**src/rtl/si_laser_pkg.sv**
```systemverilog
`default_nettype none
// ============================================================================
// Module   : si_laser_pkg
// Purpose  : Shared laser geometry, park position, slot-state encoding and
//            colour for the alien laser, barrier and spaceship laser blocks.
// Revision : 1.0  initial release
// ============================================================================
package si_laser_pkg;

  localparam int         NUM_LASERS    = 3;
  localparam logic [9:0] LASER_HEIGHT  = 10'd10;
  localparam logic [9:0] LASER_WIDTH   = 10'd2;
  localparam logic [9:0] SCREEN_BOTTOM = 10'd480;
  localparam logic [9:0] SCREEN_X_MAX  = 10'd639;
  localparam logic [9:0] PARK_X        = 10'd0;
  localparam logic [9:0] PARK_Y        = 10'd0;
  localparam logic [7:0] LASER_RGB     = 8'hE0;

  typedef enum logic {
    SLOT_IDLE   = 1'b0,
    SLOT_ACTIVE = 1'b1
  } slot_state_t;

  // True when pos lies in [start, start+len); the end is formed in 11 bits so
  // a laser near the right/bottom edge never wraps.
  function automatic logic in_span(input logic [9:0] pos,
                                   input logic [9:0] start,
                                   input logic [9:0] len);
    logic [10:0] w_end;
    w_end = {1'b0, start} + {1'b0, len};
    return (pos >= start) && ({1'b0, pos} < w_end);
  endfunction

endpackage
`default_nettype wire

```
**src/rtl/alien_laser_slot.sv**
```systemverilog
`default_nettype none
// ============================================================================
// Module   : alien_laser_slot
// Purpose  : One alien laser slot: IDLE/ACTIVE state, X/Y position, downward
//            motion, retire on hit or screen bottom, and pixel coverage test.
// Options  : ALIEN_LASER_AIM_EN - X steps one pixel toward i_ship_x per frame.
// Revision : 1.0  initial release
// ============================================================================
module alien_laser_slot
  import si_laser_pkg::*;
#(
  parameter logic [9:0] LASER_SPEED = 10'd4
) (
  input  logic       clk,
  input  logic       rst,
  input  logic       i_clear,
  input  logic       i_load,
  input  logic [9:0] i_load_x,
  input  logic [9:0] i_load_y,
  input  logic       i_frame_tick,
  input  logic       i_hit,
  input  logic [9:0] i_ship_x,
  input  logic [9:0] i_pix_x,
  input  logic [9:0] i_pix_y,
  output logic       o_active,
  output logic [9:0] o_x,
  output logic [9:0] o_y,
  output logic       o_pix_hit
);

  slot_state_t r_state;
  logic [9:0]  r_x;
  logic [9:0]  r_y;
  logic [10:0] w_y_next;
  logic        w_off_screen;
  logic [9:0]  w_x_next;

  assign w_y_next     = {1'b0, r_y} + {1'b0, LASER_SPEED};
  assign w_off_screen = (w_y_next >= {1'b0, SCREEN_BOTTOM});

`ifdef ALIEN_LASER_AIM_EN
  // Horizontal homing: one pixel toward the ship, clamped to the visible width.
  always_comb begin
    w_x_next = r_x;
    if ((r_x < i_ship_x) && (r_x < SCREEN_X_MAX)) begin
      w_x_next = r_x + 10'd1;
    end else if ((r_x > i_ship_x) && (r_x != 10'd0)) begin
      w_x_next = r_x - 10'd1;
    end
  end
`else
  logic w_unused_ship_x;
  assign w_unused_ship_x = ^i_ship_x;
  assign w_x_next        = r_x;
`endif

  // Slot FSM: a hit beats motion; a fresh load does not move until the next tick.
  always_ff @(posedge clk) begin
    if (rst || i_clear) begin
      r_state <= SLOT_IDLE;
      r_x     <= PARK_X;
      r_y     <= PARK_Y;
    end else begin
      case (r_state)
        SLOT_IDLE: begin
          if (i_load) begin
            r_state <= SLOT_ACTIVE;
            r_x     <= i_load_x;
            r_y     <= i_load_y;
          end
        end
        SLOT_ACTIVE: begin
          if (i_hit) begin
            r_state <= SLOT_IDLE;
            r_x     <= PARK_X;
            r_y     <= PARK_Y;
          end else if (i_frame_tick) begin
            if (w_off_screen) begin
              r_state <= SLOT_IDLE;
              r_x     <= PARK_X;
              r_y     <= PARK_Y;
            end else begin
              r_y <= w_y_next[9:0];
              r_x <= w_x_next;
            end
          end
        end
        default: begin
          r_state <= SLOT_IDLE;
          r_x     <= PARK_X;
          r_y     <= PARK_Y;
        end
      endcase
    end
  end

  assign o_active  = (r_state == SLOT_ACTIVE);
  assign o_x       = r_x;
  assign o_y       = r_y;
  assign o_pix_hit = o_active
                   && in_span(i_pix_x, r_x, LASER_WIDTH)
                   && in_span(i_pix_y, r_y, LASER_HEIGHT);

endmodule
`default_nettype wire

```
**src/rtl/alien_laser_ctrl.sv**
```systemverilog
`default_nettype none
// ============================================================================
// Module   : alien_laser_ctrl
// Purpose  : Alien laser pool: allocates fire requests to the lowest free slot
//            under a frame-based cooldown, packs slot coordinates for the
//            collision blocks and renders laser pixels for the VGA mux.
// Options  : ALIEN_LASER_AIM_EN - lasers drift toward ship_x each frame.
// Revision : 1.0  initial release
// ============================================================================
module alien_laser_ctrl
  import si_laser_pkg::*;
#(
  parameter logic [9:0] LASER_SPEED   = 10'd4,
  parameter logic [5:0] FIRE_COOLDOWN = 6'd20
) (
  input  logic                       clk,
  input  logic                       rst,
  input  logic                       mode,
  input  logic                       frame_tick,
  input  logic                       fire_req,
  input  logic [9:0]                 fire_x,
  input  logic [9:0]                 fire_y,
  input  logic [9:0]                 ship_x,
  input  logic [NUM_LASERS-1:0]      barrierHit,
  input  logic [NUM_LASERS-1:0]      shipHit,
  input  logic [9:0]                 xCoord,
  input  logic [9:0]                 yCoord,
  output logic                       fire_ack,
  output logic [10*NUM_LASERS-1:0]   alienLaserXcoord,
  output logic [10*NUM_LASERS-1:0]   alienLaserYcoord,
  output logic [NUM_LASERS-1:0]      laser_active,
  output logic                       is_alien_laser,
  output logic [7:0]                 rgb
);

  logic [NUM_LASERS-1:0] w_active;
  logic [NUM_LASERS-1:0] w_pix_hit;
  logic [NUM_LASERS-1:0] w_alloc;
  logic [NUM_LASERS-1:0] w_hit;
  logic                  w_clear;
  logic                  w_any_idle;
  logic                  w_fire_ok;
  logic [5:0]            r_cooldown;
  logic                  r_fire_ack;
  logic                  r_is_laser;
  logic [7:0]            r_rgb;

  assign w_clear    = ~mode;
  assign w_hit      = barrierHit | shipHit;
  assign w_any_idle = ~(&w_active);

  // Lowest-index idle slot as a one-hot; a slot being hit this cycle is still
  // ACTIVE here, so it only becomes allocatable on the following cycle.
  always_comb begin
    w_alloc = '0;
    for (int i = NUM_LASERS - 1; i >= 0; i--) begin
      if (!w_active[i]) begin
        w_alloc    = '0;
        w_alloc[i] = 1'b1;
      end
    end
  end

  // The r_fire_ack term keeps acks apart even if the cooldown is set to zero.
  assign w_fire_ok = fire_req && (r_cooldown == 6'd0) && w_any_idle && !r_fire_ack;

  generate
    for (genvar gi = 0; gi < NUM_LASERS; gi++) begin : g_slot
      alien_laser_slot #(
        .LASER_SPEED (LASER_SPEED)
      ) u_slot (
        .clk          (clk),
        .rst          (rst),
        .i_clear      (w_clear),
        .i_load       (w_fire_ok && w_alloc[gi]),
        .i_load_x     (fire_x),
        .i_load_y     (fire_y),
        .i_frame_tick (frame_tick),
        .i_hit        (w_hit[gi]),
        .i_ship_x     (ship_x),
        .i_pix_x      (xCoord),
        .i_pix_y      (yCoord),
        .o_active     (w_active[gi]),
        .o_x          (alienLaserXcoord[10*gi +: 10]),
        .o_y          (alienLaserYcoord[10*gi +: 10]),
        .o_pix_hit    (w_pix_hit[gi])
      );
    end
  endgenerate

  assign laser_active = w_active;

  // Launch cooldown: reload on every launch, count down once per frame.
  always_ff @(posedge clk) begin
    if (rst || w_clear) begin
      r_cooldown <= 6'd0;
    end else if (w_fire_ok) begin
      r_cooldown <= FIRE_COOLDOWN;
    end else if (frame_tick && (r_cooldown != 6'd0)) begin
      r_cooldown <= r_cooldown - 6'd1;
    end
  end

  // Single-cycle acknowledge for the cycle a request is accepted.
  always_ff @(posedge clk) begin
    if (rst || w_clear) begin
      r_fire_ack <= 1'b0;
    end else begin
      r_fire_ack <= w_fire_ok;
    end
  end

  // Pixel output registered one cycle behind the scan coordinates.
  always_ff @(posedge clk) begin
    if (rst || w_clear) begin
      r_is_laser <= 1'b0;
      r_rgb      <= 8'h00;
    end else begin
      r_is_laser <= |w_pix_hit;
      r_rgb      <= (|w_pix_hit) ? LASER_RGB : 8'h00;
    end
  end

  assign fire_ack       = r_fire_ack;
  assign is_alien_laser = r_is_laser;
  assign rgb            = r_rgb;

endmodule
`default_nettype wire

```
**config.mk**
```make
export PLATFORM = sky130hd
export DESIGN_NAME = alien_laser_ctrl
export DESIGN_NICKNAME = d
export VERILOG_FILES = /design/src/rtl/si_laser_pkg.sv /design/src/rtl/alien_laser_slot.sv /design/src/rtl/alien_laser_ctrl.sv
export SDC_FILE = /design/constraint.sdc
export NUM_CORES = 1
export LEC_CHECK = 0
export ABC_AREA = 0
export CAP_MARGIN = 20
export CELL_PAD_IN_SITES_DETAIL_PLACEMENT = 1
export CELL_PAD_IN_SITES_GLOBAL_PLACEMENT = 1
export CORE_ASPECT_RATIO = 0.6
export CORE_MARGIN = 5
export CORE_UTILIZATION = 42
export DETAILED_ROUTE_END_ITERATION = 10
export PLACE_DENSITY_LB_ADDON = 0.2
export SLEW_MARGIN = 15
export SYNTH_ARGS = -nofsm -noshare
export SYNTH_HDL_FRONTEND = slang
export SYNTH_SLANG_ARGS = --single-unit
```
**constraint.sdc**
```tcl
create_clock -name clk -period 5.85 [get_ports clk]
set_input_delay 0.8775 -clock clk [delete_from_list [all_inputs] [get_ports clk]]
set_output_delay 0.8775 -clock clk [all_outputs]
set_load 0.1 [all_outputs]
```
==> results of run 1 <==
-- final timing paths --
path	cells after the start	from	end	slack, ns
setup / recovery	11	g_slot[2].u_slot.o_y[3]	rgb[6]	2.41
hold / removal	1	g_slot[2].u_slot.o_x[0]	g_slot[2].u_slot.o_x[0]	0.54
setup reg to reg	11	g_slot[2].u_slot.o_y[3]	rgb[6]	2.41
hold reg to reg	1	g_slot[2].u_slot.o_x[0]	g_slot[2].u_slot.o_x[0]	0.54
-- cell usage in the layout (no fill, tap or decap), drive strengths merged, types with 11 or more instances in the layout --
| master | instances |
|---|---|
| a21o | 12 |
| nand3 | 47 |
| a22oi | 27 |
| nor2 | 64 |
| a31oi | 13 |
| xnor2 | 47 |
| nand2 | 40 |
| o21ai | 41 |
| a211oi | 11 |
| ha | 128 |
| a21oi | 49 |
| dfxtp | 71 |
| a22o | 12 |
| clkdlybuf4s50 | 118 |
| nor3 | 15 |
| inv | 74 |
-- through the flow --
stage	setup slack, ns	instance area (um^2)	std cells	total power [mW]	util (%)
final	2.41	8190	1121	1.54	53.1
after global routing	2.37	8190	1121	1.60	53.1
after CTS	2.56	8190	1121	1.54	53.1
after detailed placement	2.20	7890	1105	0.963	51.2
after global placement	2.27	7890	1105	0.942	51.2
after floorplan	2.49	6650	819	0.807	-
-- report_power, final --
part           switching (mW)  total [mW]  internal [mW]  leakage [nW]
clock                   0.243       0.576          0.333         0.143
sequential             0.0285       0.525          0.497         0.574
combinational           0.287       0.438          0.150          2.24
-- kinds of logic (layout without fill, tap and decap cells) --
family          count (synthesis)  after routing  share of synthesized area [%]
other cells                     1              5                         0.0565
fa+ha+maj                     128            128                           24.1
xor+xnor                       53             53                           7.00
flops                          71             71                           21.4
buf+inv                       112            211                           7.51
mux                             2              2                          0.302
simple gates                  224            224                           16.9
compound gates                224            224                           22.7
-- state kept, by name, indices dropped and copies added (netlist names) --
name	count
r_cooldown	6
g_slot.u_slot.o_y	30
fire_ack	1
rgb	1
g_slot.u_slot.o_active	3
g_slot.u_slot.o_x	30
-- final cells by class --
class                           instances  area (um^2)
Tap cell                              203          254
Multi-Input combinational cell        636         4730
Clock inverter                          6         68.8
Sequential cell                        71         1420
Clock buffer                           10          229
Timing Repair Buffer                  121         1200
Inverter                               74          278
Fill cell                            1880         7230
-- worst max-delay path, stage by stage (launching register included) --
cell,delay [ns]
dfxtp_1,0.57
inv_1,0.14
ha_1,0.20
a21oi_1,0.40
nor2_1,0.13
nand2_1,0.11
xnor2_1,0.14
ha_1,0.27
a2111oi_0,0.57
a21oi_1,0.13
or4_1,0.46
o311ai_1,0.16
-- routing by layer --
layer / share of wire, % / up-vias
li1: - / 3158
met1: 49 / 3341
met2: 42 / 258
met3: 8.5 / 16
met4: 0.65 / 0
met5: 0 / -
==> summary by stage, run 1 <==
STA
In this run the tightest slew margin relative to its limit is 31.1%. Clock skew on the completed layout was measured at 0.00868 ns. The total count of max-transition violations in the final report came to 0.

The post-layout minimum cycle time is 3.44 ns. The share of the clock period used by the worst path is 58.7%. The final sum of negative setup slack is 0 ns.

The number of hold violations in the final report is 0. The post-route worst hold slack is 0.541 ns. The actual slew at the worst max-slew pin is 1.03 ns. The final setup violation count is 0. Setup repair after global routing left no endpoint under its margin. The fmax is 291 MHz.

Yosys
In the synthesized netlist, the number of instances is 815. Counting flops with an async set or reset pin after synthesis yields a share of 0%. The fraction of the yosys area taken by sequential cells is 21.4%.

Yosys mapped a number of flops with a built-in enable equal to 0. The area share of the largest cell type after synthesis is 24.1%. Yosys attributes the largest share of cell area to ha_1 (24%), dfxtp_1 (21%), xnor2_1 (6.2%).

The mean instance size in the synthesized netlist is 8.14 um^2. The cell accounting for the most synthesized area is ha_1. Among all flip-flop cells after synthesis, the most frequent one is dfxtp_1. For this run, the number of Yosys warnings is 0.

The cell with the most instances after synthesis is ha_1. The number of unique standard cell types used by synthesis is 63. The cell area that synthesis handed to floorplanning was 6630 um^2.

The total of flip-flops plus latches after synthesis is 71. Sorting the synthesized cells by how often they occur yields ha_1 (128), inv_1 (73), dfxtp_1 (71), nor2_1 (63), a21oi_1 (49).

Floorplanning
The die area is 18,500 um^2. The initial core utilization is 43.0%. The die is 172 um wide. The floorplan step set the die height to 107 um. The row count is 35. The placeable core region is 15,400 um^2. During I/O placement, the number of pins put on the boundary was 134.

Final layout
The number of nets in the final layout is 1,102. 0 antenna diodes ended up in the layout. Relative to the synthesized area, the layout overhead comes to 23.5%. The share of cells above drive strength 1 is 3.27%.

Routing
The first detailed-routing pass took 5 iterations. After the first detailed-routing iteration, the DRC count stood at 568. In the routed layout, each cell is associated on average with a via count of 6.04.

After detailed routing, the average wire length per cell comes to 22.6 um. Summing over every cut layer, the via total after detailed routing is 6,773. The final layout contains routed wiring with a total length of 25,300 um. Once detail routing completed, the nets flagged for antenna violations numbered 0.

The remaining design rule violation count is 0.

GRT
Global routing used 40.2% of the available met2 tracks. Entering global routing, the biggest net connects 55 pins. The wire length of the first global-routing pass is 39,600 um. The initial antenna violation count is 0. For this run, global-route usage on met3 was measured as 6.35%. Across every metal layer, demand over resource in global routing totals 27.4%. The number of global-route vias before repair came to 7,016. The layer flagged by global routing as most heavily used is met1. The remaining global-route overflow is 0. Global routing used 41.1% of the available met1 tracks.

Setup path
The worst setup path is launched from a flop. STA classifies the critical path endpoint as a flop. Data arrives at the worst endpoint at 3.63 ns. Along the worst path, the maximum fanout reaches 10. STA puts the critical path data required time at 6.04 ns. The critical setup path kind is reg2reg.

Clock tree
In this run the deepest clock path goes through 2 buffers. The clock edge transition at the registers on the reported setup and hold paths is 0.06 ns. The number of gates resized after CTS was 0. In this run the post-CTS setup repair buffer count came out at 0. CTS saw 71 sinks.

TritonCTS built the clock tree. In this run the number of H-tree levels came out at 3. After clock tree synthesis, the flow added hold-fix buffers numbering 0.

Clock latency on the worst-skew pair, taken at its later pin, is 0.34 ns. The number of buffers inserted during clock tree synthesis is 9. In this run the clock root is driven by a clkbuf_16.

Power
The total power density per cell area is 188 nW/um^2. IR analysis of the VDD net gives a maximum drop of 0.117 mV. The analysis attributes to cell leakage a power of 2.96 nW.

Place
Detailed placement finished with a half-perimeter wire length of 20,100 um. At the end of routability-driven placement, the weighted congestion stood at 0.971. The number of input and output port buffers inserted is 118.

Status
The flow ran to the end, and the final reports show no timing, DRC or antenna violations.

Flow run
The tool flagged a number of max-cap violations equal to 0.

Min path
The path class of the tightest hold or removal check is reg2reg.
(Power assumes the default switching activity.)
==> inputs of run 2 (changes only) <==
--- a/config.mk
+++ b/config.mk
@@ -11,7 +11,7 @@
 export CELL_PAD_IN_SITES_GLOBAL_PLACEMENT = 1
 export CORE_ASPECT_RATIO = 0.6
 export CORE_MARGIN = 5
-export CORE_UTILIZATION = 42
+export CORE_UTILIZATION = 35
 export DETAILED_ROUTE_END_ITERATION = 10
 export PLACE_DENSITY_LB_ADDON = 0.2
 export SLEW_MARGIN = 15
==> constraint.sdc (replaced) <==
create_clock -name clk -period 3.05 [get_ports clk]
set_input_delay 0.4575 -clock clk [delete_from_list [all_inputs] [get_ports clk]]
set_output_delay 0.4575 -clock clk [all_outputs]
set_load 0.1 [all_outputs]
==> summary by stage, run 2 (same netlist as run 1, synthesis figures left out) <==
Setup path
The cell family contributing the most delay on the critical path is simple AND/OR/NAND/NOR gates. Measured in cells, the most critical reg-to-reg path has a length of 13. The most numerous cell type found on the critical path is ha_1.

The worst setup path is launched from a flop. The required time of the critical path is 3.30 ns. In this design, the stage delay of the slowest critical-path cell is 0.51 ns. The kind of capture point of the worst setup path is a flop. Walking the worst path, the cells encountered are inv_1 > ha_1 > a21oi_1 > nor2_2 > nand2_1 > xnor2_1 > ha_1 > or3_1 > a211oi_1 > o21ai_1 > o211ai_1 > or4b_1 > o311ai_1. The buffers plus inverters on the worst setup path is 1. In this run the worst path has a maximum fanout of 3. The reg-to-reg critical path endpoint is rgb[6]. In this run the critical register-to-register path is launched from g_slot[1].u_slot.o_y[3].

Setup slack on the worst reg-to-reg path comes out at 0.11 ns. On the critical path, the stage with the largest delay is an instance of or4b_1. For the worst setup path, the data arrival time is 3.20 ns. The critical setup path kind is reg2reg.

Floorplanning
The row count is 39. The die area is 21,900 um^2. The placeable core region is 18,800 um^2.

The count of boundary I/O pins is 134. For this configuration, the core starts out at a cell density of 35.2%. The vertical die dimension is 117 um. The die is 188 um wide.

STA
The max-slew headroom at the worst pin is 60.6%. For this run, the top clock speed supported by timing is 340 MHz. The number of hold violations in the final report came to 0.

The share of the clock period used by the worst path is 96.5%. The final setup violation count is 0. The final sum of negative setup slack is 0 ns. The worst clock skew is 0.0121 ns. The post-layout minimum cycle time is 2.94 ns. For the pin with the worst max-slew slack, the measured transition is 0.590 ns. The total count of max-transition violations in the final report came to 0.

Place
The post-placement cell area is 8030 um^2. Buffers placed on the I/O ports in this run total 118. After legalization and detailed placement, the total HPWL measured 21,100 um. The routability congestion estimate is 0.898.

Routing
The remaining antenna violation count is 0. After detailed routing, the average wire length per cell comes to 21.4 um. The detailed-router iteration count before antenna repair is 5. The final route contains 6,701 vias. After detailed routing, the number of vias per cell comes to 5.60.

The remaining design rule violation count is 0. The iteration-0 DRC count of the detailed router is 446. The total detailed-routing wirelength is 25,600 um.

Clock tree
The depth of the CTS H-tree is 3. The clock passes through at most 2 buffers. Clock tree synthesis found a total of 71 sinks.

The number of clock buffers added by TritonCTS is 9. After clock tree synthesis, the setup repair step added 0 buffers. TritonCTS built the clock tree. The clock root buffer is clkbuf_16. After clock tree synthesis, the clock-pin slew on the worst setup and hold paths is 0.07 ns.

The later pin in the worst-skew pair is clocked with a latency of 0.35 ns.

Final layout
The synthesis-to-finish area growth is 25.9%. The library cells used most frequently in the layout, excluding fill and tap cells, are ha_1 (128), buf_4 (103), inv_1 (73), nor2_1 (62), dfxtp_1 (60). After filler insertion, the fill cell instance count of the layout stands at 2,315. Leaving out fill and tap cells, the most frequent cell in the layout is ha_1. The finished layout cell area is 8350 um^2. After the last flow step, the layout net total stands at 1,134. The number of diodes added for antenna fixing is 0. The post-route netlist has 14.8% of its cells at a drive strength greater than 1.

GRT
The initial antenna violation count is 0. The number of global-route vias before repair is 6,588. The remaining global-route overflow is 0. The wire length of the first global-routing pass is 39,600 um. Entering global routing, the biggest net connects 27 pins.

The overall fraction of global-route tracks in use is 23.3%.

Flow run
The max-cap check violation count is 0.

Power
The switching power is 1.08 mW. The total leakage power is 3.27 nW. The worst-case IR drop observed on VDD is 0.232 mV. The switching part of the total is 35.2%. The total power density per cell area is 366 nW/um^2.

The combinational fraction of design power is 28.3%. Cell internal power was estimated by the tool at 1.98 mW. The design draws 3.05 mW. The sequential group share of total power is 32.8%. Of the total power, the clock network draws 38.9%.

Status
The run finished with clean final reports.

Min path
Counting instances, the worst hold path has a depth of 1. The worst hold path begins at g_slot[2].u_slot.o_y[0]. The worst-case hold path end point is g_slot[2].u_slot.o_y[0]. The worst min-delay path category is reg2reg.
[run 2: cell count changes in the layout (fill, tap and decap cells not counted), moves of 11 or more]
cell | previous run | this run
buf_4 | 3 | 103
clkdlybuf4s50_1 | 118 | 50
dfxtp_1 | 71 | 60
dfxtp_2 | 0 | 11
[run 2: power by group through the flow]
stage | logic (mW) | registers (mW) | clock network, mW
6_report | 0.866 | 1.00 | 1.19
2_1_floorplan | 0.415 | 1.13 | 0
5_1_grt | 0.943 | 1.00 | 1.25
4_1_cts | 0.860 | 0.999 | 1.21
3_3_place_gp | 0.836 | 1.02 | 0
3_5_place_dp | 0.854 | 1.02 | 0
[run 2: routing by layer]
metal  wire length [um]  vias to the layer above  track usage, %
met1              13600                     3212            37.3
met4                182                        0            3.03
li1                   -                     3226               -
met2               9350                      250            30.5
met3               2440                       13            6.84
met5                  0                        -               0
[run 2: how the worst max path moves through the flow]
| stage | depth (start not counted) | slack (ns) | startpoint | endpoint |
|---|---|---|---|---|
| floorplan | 9 | 0.003 | g_slot[1].u_slot.o_x[3] | rgb[6] |
| global placement | 9 | 0.14 | yCoord[1] | rgb[6] |
| detailed placement | 9 | 0.11 | yCoord[1] | rgb[6] |
| CTS | 13 | 0.1 | g_slot[1].u_slot.o_y[3] | rgb[6] |
| global route | 13 | -0.004 | g_slot[1].u_slot.o_y[3] | rgb[6] |
| finish | 13 | 0.11 | g_slot[1].u_slot.o_y[3] | rgb[6] |
[run 2: area by class of cell]
type / count / area, um^2 / area share (%)
inverter: 74 / 278 / 3.33
timing repair buffer: 153 / 1270 / 15.3
sequential: 71 / 1440 / 17.2
tap: 246 / 308 / 3.69
clock buffer: 10 / 229 / 2.74
clock inverter: 6 / 93.8 / 1.12
multi-input combinational: 636 / 4730 / 56.7
[run 2: per-stage QoR]
stage               setup WS (ns)  util [%]  hold slack (ns)  std cells
floorplan                 0.00304         -            0.484        819
global placement            0.143      42.6            0.503       1180
detailed placement          0.111      42.6            0.512       1180
CTS                        0.0960      44.3            0.517       1196
global route             -0.00379      44.3            0.548       1196
finish                      0.108      44.3            0.524       1196
[run 2: what timing repair did]
item,4_1_cts,5_1_grt
endpoints found under the setup margin,0,1
gates resized for setup,0,2
hold buffers,0,0
==> inputs of run 3 (changes only) <==
--- a/config.mk
+++ b/config.mk
@@ -6,7 +6,6 @@
 export NUM_CORES = 1
 export LEC_CHECK = 0
 export ABC_AREA = 0
-export CAP_MARGIN = 20
 export CELL_PAD_IN_SITES_DETAIL_PLACEMENT = 1
 export CELL_PAD_IN_SITES_GLOBAL_PLACEMENT = 1
 export CORE_ASPECT_RATIO = 0.6
==> results of run 3 <==
No change in the layout: final DEF, timing and power equal those of run 2.
